## config.mk

```make
export PLATFORM = sky130hd
export DESIGN_NAME = fifo_wr_arbiter
export DESIGN_NICKNAME = d
export VERILOG_FILES = /design/src/rtl/fifo_wr_arbiter.sv
export SDC_FILE = /design/constraint.sdc
export NUM_CORES = 1
export LEC_CHECK = 0
export ABC_AREA = 1
export CORE_MARGIN = 4
export CORE_UTILIZATION = 45
export DETAILED_ROUTE_END_ITERATION = 10
export PLACE_DENSITY_LB_ADDON = 0.08
export RECOVER_POWER = 100
export SLEW_MARGIN = 10
export SYNTH_ARGS = -nofsm -noshare
export SYNTH_HDL_FRONTEND = slang
export SYNTH_SLANG_ARGS = --single-unit
```

## constraint.sdc

```tcl
create_clock -name clk_i -period 1.9 [get_ports clk_i]
set_input_delay 0.19 -clock clk_i [delete_from_list [all_inputs] [get_ports clk_i]]
set_output_delay 0.19 -clock clk_i [all_outputs]
set_load 0.01 [all_outputs]
```

## src/rtl/fifo_wr_arbiter.sv

```systemverilog
// fifo_wr_arbiter: round-robin, burst-bounded sharing of the fifo_dual write port
// Each word carries {source ID, payload} so the read side can demultiplex.
module fifo_wr_arbiter #(
  parameter int NUM_REQ   = 4,
  parameter int DATA_W    = 16,
  parameter int MAX_BURST = 8,
  parameter int CNT_W     = 16
) (
  input  logic                      clk_i,
  input  logic                      rst_ni,
  input  logic                      en_i,
  input  logic [NUM_REQ-1:0]        req_i,
  input  logic [NUM_REQ*DATA_W-1:0] src_data_i,
  output logic [NUM_REQ-1:0]        ack_o,
  output logic [NUM_REQ-1:0]        grant_o,
  input  logic                      full_i,
  output logic                      wr_en_o,
  output logic [DATA_W+1:0]         din_o,
  output logic                      busy_o,
  output logic [NUM_REQ*CNT_W-1:0]  word_cnt_o
);
  typedef enum logic {IDLE, GRANT} state_e;
  state_e                     state_q, state_d;
  logic [NUM_REQ-1:0]         grant_q, grant_d;
  logic [1:0]                 rr_q, rr_d;
  logic [7:0]                 burst_q, burst_d;
  logic [NUM_REQ*CNT_W-1:0]   word_cnt_q, word_cnt_d;
  logic [1:0]                 owner, sel;
  logic                       own_req, last;
  always_comb begin
    owner = '0;
    for (int i = 0; i < NUM_REQ; i++) if (grant_q[i]) owner = 2'(i);
    // scan downwards so the candidate closest to rr_q wins
    sel = '0;
    for (int k = NUM_REQ - 1; k >= 0; k--) if (req_i[(int'(rr_q) + k) % NUM_REQ]) sel = 2'((int'(rr_q) + k) % NUM_REQ);
  end
  assign ack_o   = (state_q == GRANT && !full_i) ? (grant_q & req_i) : '0;
  assign wr_en_o = |ack_o;
  assign din_o   = (grant_q == '0) ? '0 : {owner, src_data_i[owner*DATA_W +: DATA_W]};
  assign own_req = |(grant_q & req_i);
  assign last    = wr_en_o && burst_q == 8'(MAX_BURST - 1);
  assign busy_o  = state_q == GRANT;
  assign grant_o = grant_q;
  assign word_cnt_o = word_cnt_q;
  always_comb begin
    state_d = state_q;
    grant_d = grant_q;
    rr_d    = rr_q;
    burst_d = burst_q;
    if (state_q == IDLE) begin
      if (en_i && |req_i) begin
        state_d = GRANT;
        grant_d = NUM_REQ'(1) << sel;
        burst_d = '0;
      end
    end else if (!own_req || last) begin
      state_d = IDLE;
      grant_d = '0;
      rr_d    = (owner == 2'(NUM_REQ - 1)) ? 2'd0 : owner + 2'd1;
    end else if (wr_en_o) begin
      burst_d = burst_q + 8'd1;
    end
  end
  for (genvar g = 0; g < NUM_REQ; g++) begin : g_cnt
    assign word_cnt_d[g*CNT_W +: CNT_W] = (ack_o[g] && !(&word_cnt_q[g*CNT_W +: CNT_W]))
      ? word_cnt_q[g*CNT_W +: CNT_W] + 1'b1 : word_cnt_q[g*CNT_W +: CNT_W];
  end
  always_ff @(posedge clk_i or negedge rst_ni) begin
    if (!rst_ni) begin
      state_q    <= IDLE;
      grant_q    <= '0;
      rr_q       <= '0;
      burst_q    <= '0;
      word_cnt_q <= '0;
    end else begin
      state_q    <= state_d;
      grant_q    <= grant_d;
      rr_q       <= rr_d;
      burst_q    <= burst_d;
      word_cnt_q <= word_cnt_d;
    end
  end
endmodule

```

Word-level counts from Yosys, hierarchy flattened
Index checks and enable logic that the tools add are counted.
- register bits: 79
- bits of input ports: 72
- output and inout bits: 92
- logic and storage cells: 92
- add/sub/neg operators: 9
- $lt $le $gt $ge: 4
- equal/unequal tests: 5
- shift operators: 2
- mux-type cells: 31
- bitwise operators: 4
- reductions and logical operators: 29
- operators by type and width (cell ; number):
    adder 16 x 1 -> 16 bit (second input constant) ; 4
    AND reduction 16 bit ; 4
    indexed part select 64 x 7 -> 16 bit ; 1
    two-way mux 8 bit ; 4
    two-way mux 18 bit ; 1
    two-way mux 4 bit ; 4
    two-way mux 2 bit ; 7
    less-than comparator 3 x 4 -> 1 bit (second input constant) ; 3
    OR reduction 4 bit ; 3
    two-way mux 1 bit ; 11
    adder 8 x 1 -> 8 bit (second input constant) ; 1
    binary-select mux 1 bit (select 2 bit) ; 4
    equality test 8 x 3 -> 1 bit (second input constant) ; 1
    logical AND 1 bit ; 7
    zero test 1 bit ; 6
    OR reduction 2 bit ; 3
    adder 2 x 1 -> 2 bit (second input constant) ; 2
    adder 2 bit (second input constant) ; 2
    AND 4 bit ; 1
    zero test 4 bit ; 1
    inequality test 2 bit (second input constant) ; 2
    AND reduction 2 bit ; 2
    << shifter 1 x 2 -> 4 bit (first input constant) ; 1
    AND 1 bit (first input constant) ; 3
    6 further kinds ; 6

Logic depth before layout (Yosys ltp)
Gate-level depths: netlist of run 1.
- word-level depth: 13
- depth in mapped cells: 12
- depth with buffers taken out: 11

Least setup slack after synthesis of run 1
No wires, ideal clock.
- path kind: reg-to-output
- from: reg grant_q[3], in the netlist grant_o[3]
- to: out din_o[10]
- data arrival time: 1.435 ns
- data required time: 1.710 ns
- slack: 0.275 ns
- cell stages (with the launch flop): 7
- path buffers: 1
- cells stage by stage: dfrtp_1 > nor2_2 > inv_2 > buf_2 > nor2_1 > o21ai_0 > a21oi_1
- cells in the longest elaborated chain, start to end: 3
- elaborated cells on any way between the ends: 4
- those cells by class: shift: 1; mux: 2; reduce/logical: 1
- ends and longest elaborated chain (element ; RTL line ; text):
    start, declared ; 24 ; logic [NUM_REQ-1:0] grant_q, grant_d;
    start signal, assigned ; 77 ; grant_q <= grant_d;
    two-way mux 2 bit ; 32 ; for (int i = 0; i < NUM_REQ; i++) if (grant_q[i]) owner = 2'(i);
    indexed part select 64 x 7 -> 16 bit ; 39 ; assign din_o = (grant_q == '0) ? '0 : {owner, src_data_i[owner*DATA_W +: DATA_W]};
    two-way mux 18 bit (*) ; 39 ;
    end, declared ; 18 ; output logic [DATA_W+1:0] din_o,
Mark *: on every way between the ends. The rest lies on a longest branch, timed or not.

Final worst setup path of run 1
- from: reg grant_q[2], in the netlist grant_o[2]
- to: out din_o[13]
- cells in the longest elaborated chain, start to end: 4
- elaborated cells on any way between the ends: 5
- those cells by class: shift: 1; mux: 3; reduce/logical: 1
- ends and longest elaborated chain (element ; RTL line):
    two-way mux 2 bit (2 in a row) ; 32
    indexed part select 64 x 7 -> 16 bit ; 39
    two-way mux 18 bit (*) ; 39
Marked as above.

==> flow_summary.toml, run 1 <==
[outcome]
outcome = "finished, violations left"
violations = "setup timing"

[synth]
synthesis.nets = 776
syn_inst = 699
yosys.area.top_type = "dfrtp_1"
synth-main-ff-cell = "dfrtp_1"
async_flop_share = 1.00
ys_seq_area_frac = 0.391
ys_types = 36
yosysMostFrequentCell = "nand2_1"
synth_area_leaders = "dfrtp_1, nand2_1, nor2_1, xor2_1, o21ai_0"
yosysWarnings = 0
synth_edf_count = 0
syn-cell-area_sq_mm = 0.00506
ys_ff_latch = 79
synth_area_per_cell_sq_um = 7.24
synth_top_area_frac = 0.391
ys_top_cells_by_count = "nand2_1, nor2_1, dfrtp_1"

[sta]
finalMaxSlewViolations = 0
fin_crit_ns = 2.01
max_freq_mhz = 498
setup_slack_ns = -0.109
period_share = 1.06
grt_setup_unrepaired = "yes"
maxSlewHeadroom = 0.458
worst_pin_slew_ns = 0.812
finalSetupViolCount = 16
finalHoldViolCount = 0
finalClockSkew_ns = 0.00555
hold_ws_ns = 0.473

[min_path]
hp-class = "in -> async"

[power]
p_per_area_mw_per_mm2 = 953
leakage_nw = 3.53
vdd_drop_max_mv = 0.881

[route]
via_per_inst = 5.07
wl_per_cell_um = 14.1
ant_nets = 0
drc = 0
vias = 5295
drt-total-wl_um = 14700
drt-initial-drc-count = 421
firstDrtPassIters = 6

[place]
portBuffers = 163
gp_congestion = 0.895
place_hpwl_um = 11100
placedCellCount = 1014

[die]
chipHeight_um = 114
rows = 38
start_util = 0.463
core_sq_mm = 0.0109
die_w_um = 114
io_pins = 164
die-area_sq_mm = 0.0130

[clocking]
clock-sinks = 79
cts_tree = "done"
clockBufferDepth = 2
clk_latency_ns = 0.34
cts-buffers-inserted = 9
htreeDepth = 3
path_clk_slew_ns = 0.06
root_buffer = "clkbuf_16"

[layout]
nets = 977
fin_util = 0.676
final-seq-area_sq_mm = 0.00198
final_layout_size_suffix_gt1_frac = 0.118
area_growth_pct = 46.1
multi_input_area_sq_mm = 0.00276
n_antenna_cell = 0
fillCellCount = 949
final_cell_count_no_fill = 1044

[setup_path]
path_class = "reg -> out"
start_kind = "register"
rr_worst_depth = 8
worstReg2RegStart = "word_cnt_o[49]"
arrival_ns = 1.82
required_ns = 1.71
endpoint_kind = "output pin"
worst_r2r_endpoint = "word_cnt_o[53]"
reg2reg_slack_ns = 0.08
path_max_fanout = 5

[grt]
grt_overflow = 0
antenna_found_initial = 0
first_global_vias = 5310
grt_max_degree = 48
grt_pass1_wl_um = 24200
grt_usage = 0.227

[job]
cap_violations = 0
layout make-up:
type	instances	area share
clock buffer	11	0.0328
multi-input combinational	542	0.373
sequential	79	0.268
timing repair buffer	206	0.260
tap	140	0.0237
inverter	62	0.0328
clock inverter	4	0.00948
worst max-delay path, cell delays in order (launching register included):
cell and delay (ns):
dfrtp_1 0.41, buf_6 0.13, nor2_4 0.12, clkinv_4 0.10
nor3_4 0.29, buf_12 0.15, buf_8 0.10, a21oi_1 0.04
clkbuf_2 0.14
how the worst max path moves through the flow:
stage / from / to
6_report: grant_o[2] / din_o[13]
5_1_grt: grant_o[2] / din_o[8]
4_1_cts: grant_o[2] / din_o[0]
3_5_place_dp: grant_o[3] / din_o[0]
3_3_place_gp: grant_o[2] / din_o[12]
2_1_floorplan: grant_o[3] / din_o[10]
kinds of logic after synthesis:
logic type,after synthesis,synth area share
AND/OR/NAND/NOR,398,0.343
AO/OA/AOI/OAI,82,0.0863
flip-flops,79,0.391
buffers and inverters,78,0.0690
XOR/XNOR,57,0.0987
adder cells (fa/ha/maj),5,0.0124
sequential cells by signal, indices dropped and copies added, names as in the netlist:
| register | count |
|---|---|
| grant_o | 4 |
| busy_o | 1 |
| rr_q | 2 |
| burst_q | 8 |
| word_cnt_o | 64 |
through the flow:
step	setup slack (ns)	setup TNS, ns	cell area, sq um	power [mW]
after CTS	-0.0758	-0.937	7360	6.91
after floorplan	0.275	0	5060	3.69
final	-0.109	-1.41	7390	7.04
after global placement	0.0417	0	7000	5.04
after detailed placement	0.0418	0	7000	5.09
after global routing	-0.178	-4.51	7390	7.53
timing repair:
| action | CTS | global route |
|---|---|---|
| endpoints found under the hold margin | 32 | 0 |
| pin swaps | 2 | 6 |
| gates resized for setup | 39 | 63 |
| buffers inserted | 4 | 9 |
| cloned | 0 | 1 |
| setup endpoints to repair | 23 | 38 |
| hold buffers | 1 | 0 |
metal layers:
metal  routed length [um]  vias up  GRT usage
met5                    0        -          0
met4                  437        0      0.107
met3                 1090       36     0.0605
met2                 7360      196      0.391
met1                 5810     2438      0.261
li1                     -     2625          -
power breakdown:
group	switching (mW)	internal (mW)
clock	0.665	1.17
sequential	0.232	1.88
combinational	1.67	1.42
cells in the final DEF (no fill, tap or decap), types with 11 or more instances in the layout:
| cell type | n |
|---|---|
| nor2_1 | 121 |
| o21ai_1 | 11 |
| dlygate4sd3_1 | 69 |
| nand2_1 | 178 |
| xor2_1 | 36 |
| nor3_1 | 19 |
| dfrtp_1 | 77 |
| o21ai_0 | 48 |
| nand3_1 | 39 |
| buf_4 | 22 |
| xnor2_1 | 21 |
| nand4_1 | 15 |
| clkdlybuf4s50_1 | 71 |
| inv_1 | 56 |
No activity file was read; power rests on OpenSTA's default activity.
==> run 2: changes to the inputs <==
--- a/config.mk
+++ b/config.mk
@@ -11,2 +11,3 @@
 export DETAILED_ROUTE_END_ITERATION = 10
+export GPL_TIMING_DRIVEN = 0
 export PLACE_DENSITY_LB_ADDON = 0.08
==> constraint.sdc (replaced) <==
create_clock -name clk_i -period 1.9 [get_ports clk_i]
set_input_delay 0.38 -clock clk_i [delete_from_list [all_inputs] [get_ports clk_i]]
set_output_delay 0.38 -clock clk_i [all_outputs]
set_load 0.01 [all_outputs]
==> run 2 against run 1 <==
The flow still finishes with violations (setup timing). Clock skew rose by 0.0015 ns. Register-to-register slack got worse by 0.03 ns. Total power up 0.51%. Maximum frequency shrank 5.7%. Final area up 0.54%. Wire length up 0.80%. Largest cell class unchanged.
==> flow_summary.toml, run 2 (synthesis gave the netlist of run 1 again) <==
[die]
chipHeight_um = 114
rows = 38
core_sq_mm = 0.0109
start_util = 0.463
die-area_sq_mm = 0.0130
io_pins = 164
die_w_um = 114

[sta]
worst_pin_slew_ns = 0.894
setup_slack_ns = -0.231
finalMaxSlewViolations = 0
finalSetupViolCount = 18
max_freq_mhz = 469
fin_crit_ns = 2.13
maxSlewHeadroom = 0.404
grt_setup_unrepaired = "yes"
finalHoldViolCount = 0
finalClockSkew_ns = 0.00703
period_share = 1.12

[route]
wl_per_cell_um = 14.3
ant_nets = 0
top_layer = "met4"
drt-initial-drc-count = 299
vias = 5275
wl_met1_um = 6150
via_per_inst = 5.08
wl_met3_um = 1020
drt-total-wl_um = 14800
drc = 0
route.met2.wl_um = 7480
firstDrtPassIters = 5

[layout]
fillCellCount = 923
nets = 969
final_common_cell = "nand2_1"
area_growth_pct = 46.9
multi_input_area_sq_mm = 0.00287
final_layout_size_suffix_gt1_frac = 0.151
fin_area_sq_mm = 0.00743
layout_common_cells = "nand2_1, nor2_1, clkdlybuf4s50_1, dfrtp_1, dlygate4sd3_1"
final-seq-area_sq_mm = 0.00198
largest_reg_flops = 64

[grt]
grt_usage = 0.230
grt_max_degree = 46
grt_pass1_wl_um = 24700
antenna_found_initial = 1
first_global_vias = 5332
grt_overflow = 0

[place]
postPlaceCellArea_sq_mm = 0.00689
preCtsSetupSlack_ns = -0.656
place_hpwl_um = 11000
portBuffers = 163
gp_congestion = 0.911

[clocking]
clockBufferDepth = 2
cts-buffers-inserted = 9
hold_buffers = 0
clock-sinks = 79
cts_tree = "done"
clk_latency_ns = 0.34
htreeDepth = 3
path_clk_slew_ns = 0.06
root_buffer = "clkbuf_16"

[power]
switchingPower_mw = 2.73
p_sw_frac = 0.386
pwr-share-seq = 0.299
p_per_area_mw_per_mm2 = 953
leakage_nw = 3.51
p_clk_frac = 0.229
vdd_drop_max_mv = 0.699
intPower_mw = 4.35
p_comb_frac = 0.472

[setup_path]
required_ns = 1.52
arrival_ns = 1.75
start_kind = "register"
path_max_fanout = 10
path_class = "reg -> out"
endpoint_kind = "output pin"

[job]
cap_violations = 0

[min_path]
hp-class = "in -> async"

[outcome]
violations = "setup timing"
outcome = "finished, violations left"
==> run 2: metal layers <==
| layer | up-vias | track usage |
|---|---|---|
| li1 | 2619 | - |
| met1 | 2455 | 0.275 |
| met2 | 189 | 0.407 |
| met3 | 12 | 0.0647 |
| met4 | 0 | 0.0602 |
| met5 | - | 0 |
==> run 2: cell type report <==
| class | instances | share of cell area |
|---|---|---|
| Antenna cell | 1 | 0.000337 |
| Clock inverter | 4 | 0.00269 |
| Inverter | 62 | 0.0333 |
| Multi-Input combinational cell | 542 | 0.386 |
| Tap cell | 140 | 0.0236 |
| Sequential cell | 79 | 0.266 |
| Buffer | 15 | 0.0204 |
| Timing Repair Buffer | 182 | 0.232 |
| Clock buffer | 12 | 0.0345 |
| Timing Repair inverter | 1 | 0.00101 |
==> run 2: repair_timing <==
item,CTS,global route
endpoints found under the hold margin,0,0
endpoints found under the setup margin,23,44
resized for setup,151,42
setup buffers,13,3
gates cloned,3,0
pin swaps,14,15
==> run 2: worst paths after layout <==
path	slack, ns	depth (start not counted)	to	startpoint
setup reg to reg	0.05	11	word_cnt_o[43]	word_cnt_o[32]
hold reg to reg	0.51	2	burst_q[1]	burst_q[1]
max in group asynchronous	0.54	2	word_cnt_o[57]	rst_ni
setup / recovery	-0.23	7	din_o[7]	grant_o[3]
min in group clk_i	0.51	2	burst_q[1]	burst_q[1]
hold / removal	0.15	1	word_cnt_o[0]	rst_ni
==> run 2: power by group through the flow <==
stage / Clock [mW] / Combinational, mW / Sequential, mW
after floorplan: 0 / 1.52 / 2.17
after CTS: 1.64 / 3.23 / 2.12
after global placement: 0 / 2.81 / 2.13
after detailed placement: 0 / 2.87 / 2.14
after global routing: 1.74 / 3.65 / 2.14
final: 1.62 / 3.34 / 2.11
==> run 2: metrics by stage <==
stage	hold WS (ns)	TNS (ns)	utilization	std cells	total power [mW]
2_1_floorplan	0.0844	0	-	699	3.69
3_3_place_gp	0.486	-196.76	0.628	1002	4.94
3_5_place_dp	0.375	-10.76	0.630	1003	5.01
4_1_cts	0.0176	-2.25	0.677	1034	6.99
5_1_grt	0.220	-7.61	0.680	1038	7.54
6_report	0.153	-2.48	0.680	1038	7.08
==> run 2: worst max-delay path: stages (launching register included) <==
cell and delay, ns:
dfrtp_2 0.49, nor2_4 0.19, inv_4 0.08, buf_8 0.14, nor2_2 0.07, o21ai_1 0.08
a21oi_1 0.20, buf_2 0.17
